[src/rtl/axis_ddr_test_pkg.sv]
// Shared definitions for the DDR bandwidth test: checker FSM states and the
// lane-counter data pattern that both the generator and the checker use.
package axis_ddr_test_pkg;

    localparam int LANE_W = 32;

    typedef enum logic [1:0] {
        IDLE,
        WAIT_FIRST,
        RUN,
        DONE
    } state_t;

    // Word carried by lane `lane` of beat `idx` on a bus of `lanes` 32-bit lanes.
    function automatic logic [LANE_W-1:0] pattern_word(
        input logic [LANE_W-1:0] idx,
        input int unsigned       lanes,
        input int unsigned       lane
    );
        return LANE_W'(idx * lanes + lane);
    endfunction

endpackage

[src/rtl/axis_pattern_cmp.sv]
// Registered beat checker: compares one accepted AXIS beat against the lane
// pattern and the expected tlast, flagging errors on the cycle after the handshake.
module axis_pattern_cmp
    import axis_ddr_test_pkg::*;
#(
    parameter int DATA_WIDTH = 64,
    parameter int BURST_SIZE = 15,
    parameter int CNT_WIDTH  = 32
) (
    input  logic                  aclk,
    input  logic                  areset,
    input  logic                  hs,
    input  logic [DATA_WIDTH-1:0] tdata,
    input  logic                  tlast,
    input  logic [CNT_WIDTH-1:0]  idx,
    input  logic [CNT_WIDTH-1:0]  last_idx,
    output logic                  data_err,
    output logic                  last_err
);

    localparam int unsigned          LANES      = DATA_WIDTH / LANE_W;
    localparam logic [CNT_WIDTH-1:0] BURST_LEN  = CNT_WIDTH'(BURST_SIZE + 1);
    localparam logic [CNT_WIDTH-1:0] BURST_LAST = CNT_WIDTH'(BURST_SIZE);

    logic data_mis;
    logic exp_last;

    // NOTE: every signal written in always_comb gets a default first, so no path leaves it unassigned and no latch is inferred.
    always_comb begin
        data_mis = 1'b0;
        for (int k = 0; k < int'(LANES); k++) begin
            if (tdata[k*LANE_W +: LANE_W] != pattern_word(LANE_W'(idx), LANES, unsigned'(k)))
                data_mis = 1'b1;
        end
    end

    assign exp_last = ((idx % BURST_LEN) == BURST_LAST) || (idx == last_idx);

    // NOTE: sequential state uses non-blocking assignments so every register samples pre-edge values.
    always_ff @(posedge aclk) begin
        if (areset) begin
            data_err <= 1'b0;
            last_err <= 1'b0;
        end else begin
            data_err <= hs & data_mis;
            last_err <= hs & (tlast != exp_last);
        end
    end

endmodule

[config.mk]
export PLATFORM = sky130hd
export DESIGN_NAME = axis_pattern_cmp
export DESIGN_NICKNAME = d
export VERILOG_FILES = /design/src/rtl/axis_ddr_test_pkg.sv /design/src/rtl/axis_pattern_cmp.sv
export SDC_FILE = /design/constraint.sdc
export NUM_CORES = 1
export LEC_CHECK = 0
export ABC_AREA = 1
export CORE_MARGIN = 2
export CORE_UTILIZATION = 30
export CTS_BUF_LIST = sky130_fd_sc_hd__clkbuf_16
export DETAILED_ROUTE_END_ITERATION = 7
export PLACE_DENSITY = 0.77
export SYNTH_ARGS = -nofsm -noshare
export SYNTH_HDL_FRONTEND = slang
export SYNTH_SLANG_ARGS = --single-unit
[constraint.sdc]
create_clock -name aclk -period 1.1 [get_ports aclk]
set_input_delay 0.165 -clock aclk [delete_from_list [all_inputs] [get_ports aclk]]
set_output_delay 0.165 -clock aclk [all_outputs]
set_load 0.05 [all_outputs]
==> Word-level counts from Yosys, hierarchy flattened <==
Cells that the tools add are included.
{ "word_totals": {"inputBits": 132, "out_inout_bits": 2, "reg_bits": 2, "wordCells": 13} }
{ "classes": {"muxes": 2, "n_reduce_logical": 1, "eq_ne": 5, "n_addsub": 1, "bitwise_logic": 2} }
{ "ops": {"columns": ["cell", "count"], "rows": [
  ["$ne A32 B32 Y1", 2],
  ["$add A32 B1 Y32 const B", 1],
  ["$eq A32 B32 Y1", 1],
  ["$eq A4 B4 Y1 const B", 1],
  ["$and A1 B1 Y1", 2],
  ["$mux W1", 2],
  ["$logic_or A1 B1 Y1", 1],
  ["$ne A1 B1 Y1", 1]
]} }

==> Logic depth before layout (Yosys ltp) <==
{ "logic_depth": {"ltp_word": 4, "mapped_depth": 12, "depth_no_buf": 12} }

==> Worst setup path before layout <==
Ideal clock, no wire load.
{ "synth_timing": {"path_kind": "input port to flip-flop", "startpoint": "in tdata[14]", "endpoint": "reg data_err", "slack_ns": 0.140, "setup_time_ns": 0.117, "path_buffers": 0, "arrival_ns": 0.843, "stages": 7, "t_required_ns": 0.983, "cell_sequence": "or2_0 -> o21ai_0 -> nand4_1 -> nor2_1 -> nand2_1 -> nor2_1 -> a21oi_1"} }
{ "synth_between": {"elab_chain_cells": 4} }
{ "synth_rtl": {"columns": ["item", "line_no", "text"], "rows": [
  ["from (decl)", "axis_pattern_cmp.sv:13", "input logic [DATA_WIDTH-1:0] tdata,"],
  ["$ne A32 B32 Y1", "axis_pattern_cmp.sv:32", "if (tdata[k*LANE_W +: LANE_W] != pattern_word(LANE_W'(idx), LANES, unsigned'(k)))"],
  ["$mux W1 (2 in series)", "axis_pattern_cmp.sv:32", null],
  ["$and A1 B1 Y1", "axis_pattern_cmp.sv:45", "data_err <= hs & data_mis;"],
  ["to (signal assigned)", "axis_pattern_cmp.sv:45", null],
  ["to (decl)", "axis_pattern_cmp.sv:17", "output logic data_err,"]
]} }
No other way between the ends.
A chain may end at the register's enable or synchronous reset.

==> Final worst setup path <==
{ "layout_timing": {"startpoint": "in last_idx[23]", "endpoint": "reg last_err"} }
{ "layout_between": {"elab_chain_cells": 4} }
{ "layout_rtl": {"columns": ["item", "line_no", "text"], "rows": [
  ["from (decl)", "axis_pattern_cmp.sv:16", "input logic [CNT_WIDTH-1:0] last_idx,"],
  ["$eq A32 B32 Y1", "axis_pattern_cmp.sv:37", "assign exp_last = ((idx % BURST_LEN) == BURST_LAST) || (idx == last_idx);"],
  ["$logic_or A1 B1 Y1", "axis_pattern_cmp.sv:37", null],
  ["$ne A1 B1 Y1", "axis_pattern_cmp.sv:46", "last_err <= hs & (tlast != exp_last);"],
  ["$and A1 B1 Y1", "axis_pattern_cmp.sv:46", null],
  ["to (signal assigned)", "axis_pattern_cmp.sv:46", null],
  ["to (decl)", "axis_pattern_cmp.sv:18", "output logic last_err"]
]} }
No other way between the ends.

==> impl_metrics.py <==
metrics = {
    "final_layout": {
        "multiInputGateArea_um2": 1290,
        "final_cell_area_um2": 2900,
        "syn_to_final_growth_pct": 105,
        "nNetsFinal": 574,
        "nFillCells": 460,
        "drive_gt1_share_pct": 26.8,
        "stdcell_count": 492,
        "post-route-util_pct": 65.2,
        "diodes": 0,
        "regArea_um2": 40.0,
    },
    "yosys": {
        "ys_seq_area_share_pct": 2.84,
        "synth-seq-cells": 2,
        "yosysWarningCount": 0,
        "synth_fp_nets": 413,
        "synthCells": 281,
        "synth_area_per_cell_um2": 5.02,
        "yosysTopAreaCell": "nand2_1",
        "synth.distinct_cells": 17,
        "synth.top_cell.area_share_pct": 26.4,
        "synth_area_leaders": "nand2_1 26%, xnor2_1 26%, inv_1 12%",
        "syn-cell-area_um2": 1410,
    },
    "sta": {
        "hold_viol_final": 0,
        "fin_crit_ns": 1.05,
        "tightest_slew_ns": 0.172,
        "fin_crit_sh_pct": 95.4,
        "fmax_mhz": 953,
        "drv_slew": 0,
        "relSlewSlack_pct": 88.4,
        "finalSetupViolations": 0,
        "whs_ns": 0.434,
    },
    "floorplan": {
        "num_rows": 24,
        "die_w_um": 72.6,
        "die_h_um": 72.6,
        "core_um2": 4440,
        "dieArea_um2": 5260,
        "start_util_pct": 31.7,
        "pin_count": 134,
    },
    "route": {
        "drtPass1Iterations": 4,
        "drt_drc_violations_left": 0,
        "wl_per_cell_um": 12.9,
        "vias": 2246,
        "viasPerCell": 4.57,
        "dr.first_iter.drc_count": 82,
        "routed_wirelength_mm": 6.34,
        "ant_nets": 0,
    },
    "placement": {
        "dpl-instance-area_um2": 2980,
        "gp_congestion": 0.818,
        "dp_hpwl_mm": 5.44,
        "dpl.cell_count": 487,
        "port_buffers": 133,
    },
    "status": {
        "status": "finished clean",
    },
    "clock_tree": {
        "cts_made_buffers": 3,
        "h-tree-depth": 1,
        "cts.clk_slew.worst_paths_ns": 0.03,
        "ctsHoldBuffers": 0,
        "tritoncts": "done",
        "root_buffer": "clkbuf_16",
        "cts_num_sinks": 2,
        "ctsLongestPathBuffers": 2,
    },
    "critical_path": {
        "critPathMaxFanout": 2,
        "cpMostUsedCell": "nand2_1",
        "critPathKind": "in2reg",
        "path_delay_family": "simple AND/OR/NAND/NOR gates",
        "end_kind": "register",
        "timing.critical_path.buf_inv": 1,
        "cp_slowest_stage_delay_ns": 0.18,
        "cp.required_ns": 1.22,
        "path_cells": "buf_2 -> xnor2_2 -> nand2_1 -> nor2_1 -> nand2_1 -> nor2_2 -> nand2_1 -> nand2_1 -> nand2_1 -> nand2_1 -> nor2_2",
        "arrival_ns": 1.16,
        "crit_slowest_cell": "xnor2_2",
        "crit_path_start_kind": "primary input",
    },
    "power_and_ir_drop": {
        "powerDensity_nw_per_um2": 549,
        "ir_drop_mv": 0.417,
        "p_leak_nw": 1.73,
    },
    "grt": {
        "antenna_found_initial": 0,
        "overflow": 0,
        "track_usage_pct": 23.4,
        "grt_max_degree": 6,
        "grt_pass1_vias": 2154,
        "grt_first_pass_wirelength_mm": 9.57,
    },
    "flow_run": {
        "max_cap_violations": 0,
    },
    "min_path": {
        "hp-class": "in2reg",
    },
}
worst paths after layout:
check | startpoint | to | depth (start not counted)
min | idx[0] | last_err | 5
max | last_idx[23] | last_err | 11
worst min-delay path: stages:
cell and delay [ns]:
clkbuf_2 0.13, nand4_1 0.11, nand3_1 0.08, nand2_1 0.09
nor2_2 0.04
power by group:
part	internal, W	switching, W	total (W)
clock network	0.000463	0.0000884	0.000551
registers	0.0000769	0.00000383	0.0000807
logic	0.000537	0.000422	0.000960
total	0.00108	0.000515	0.00159
synth_stat cells (all sizes together):
cell,n
nand3b,3
xnor2,42
nor3,1
nand4,8
xor2,4
a21oi,3
nand3,5
o21ai,14
nand2,99
o22ai,9
dfxtp,2
or2,2
inv,50
nor2,39
kinds of logic (layout without fill, tap and decap cells):
| logic type | count (synthesis) | in the layout | share of synthesized area, % |
|---|---|---|---|
| buffers and inverters | 50 | 209 | 13.3 |
| AOI/OAI and AO/OA | 26 | 26 | 10.0 |
| and+or+nand+nor | 157 | 157 | 45.3 |
| DFF | 2 | 2 | 2.84 |
| xor gates and xnor gates | 46 | 46 | 28.6 |
sequential cells by signal, summed over array words and instances (netlist names):
name      cells
last_err      1
data_err      1
what timing repair did:
| item | 4_1_cts | 5_1_grt |
|---|---|---|
| gates cloned | 0 | 0 |
| resized for setup | 202 | 106 |
| setup endpoints to repair | 2 | 2 |
| setup buffers | 0 | 2 |
| pin swaps | 98 | 98 |
per-layer routing:
metal	track usage, %	up-vias	wire (um)
li1	-	1180	-
met1	28.0	962	2510
met2	42.7	95	3200
met3	3.75	9	541
met4	6.79	0	93
met5	0	-	0
metrics by stage:
stage               power (W)  worst slack (ns)  TNS, ns
floorplan            0.000451             0.140        0
global placement      0.00113            -0.570    -1.08
detailed placement    0.00114            -0.595    -1.10
CTS                   0.00161          0.000790        0
global route          0.00170           -0.0189  -0.0293
finish                0.00159            0.0505        0
layout by cell type (no fill, tap or decap):
master	count
nand2_1	96
inv_1	42
dlygate4sd2_1	40
clkbuf_2	39
nor2_1	35
xnor2_1	32
buf_4	23
dlymetal6s2s_1	22
buf_2	20
o21ai_1	11
xnor2_2	10
inv_2	8
nand4_1	8
o22ai_1	7
nand3_1	5
clkdlybuf4s15_1	5
xor2_1	4
nor2_2	4
clkdlybuf4s50_1	4
nand3b_1	3
nand2_2	3
a21oi_1	3
clkbuf_16	3
o22ai_2	2
o21ai_0	2
dfxtp_1	2
buf_12	2
nor3_2	1
or2_0	1
or2_4	1
o21ai_2	1
buf_6	1
final cells by class:
| class | count | area share (%) |
|---|---|---|
| multi-input combinational | 229 | 44.7 |
| timing repair buffer | 156 | 42.6 |
| inverter | 50 | 6.48 |
| clock buffer | 3 | 2.59 |
| tap | 52 | 2.25 |
| sequential | 2 | 1.38 |
No activity file was read; power rests on OpenSTA's default activity.
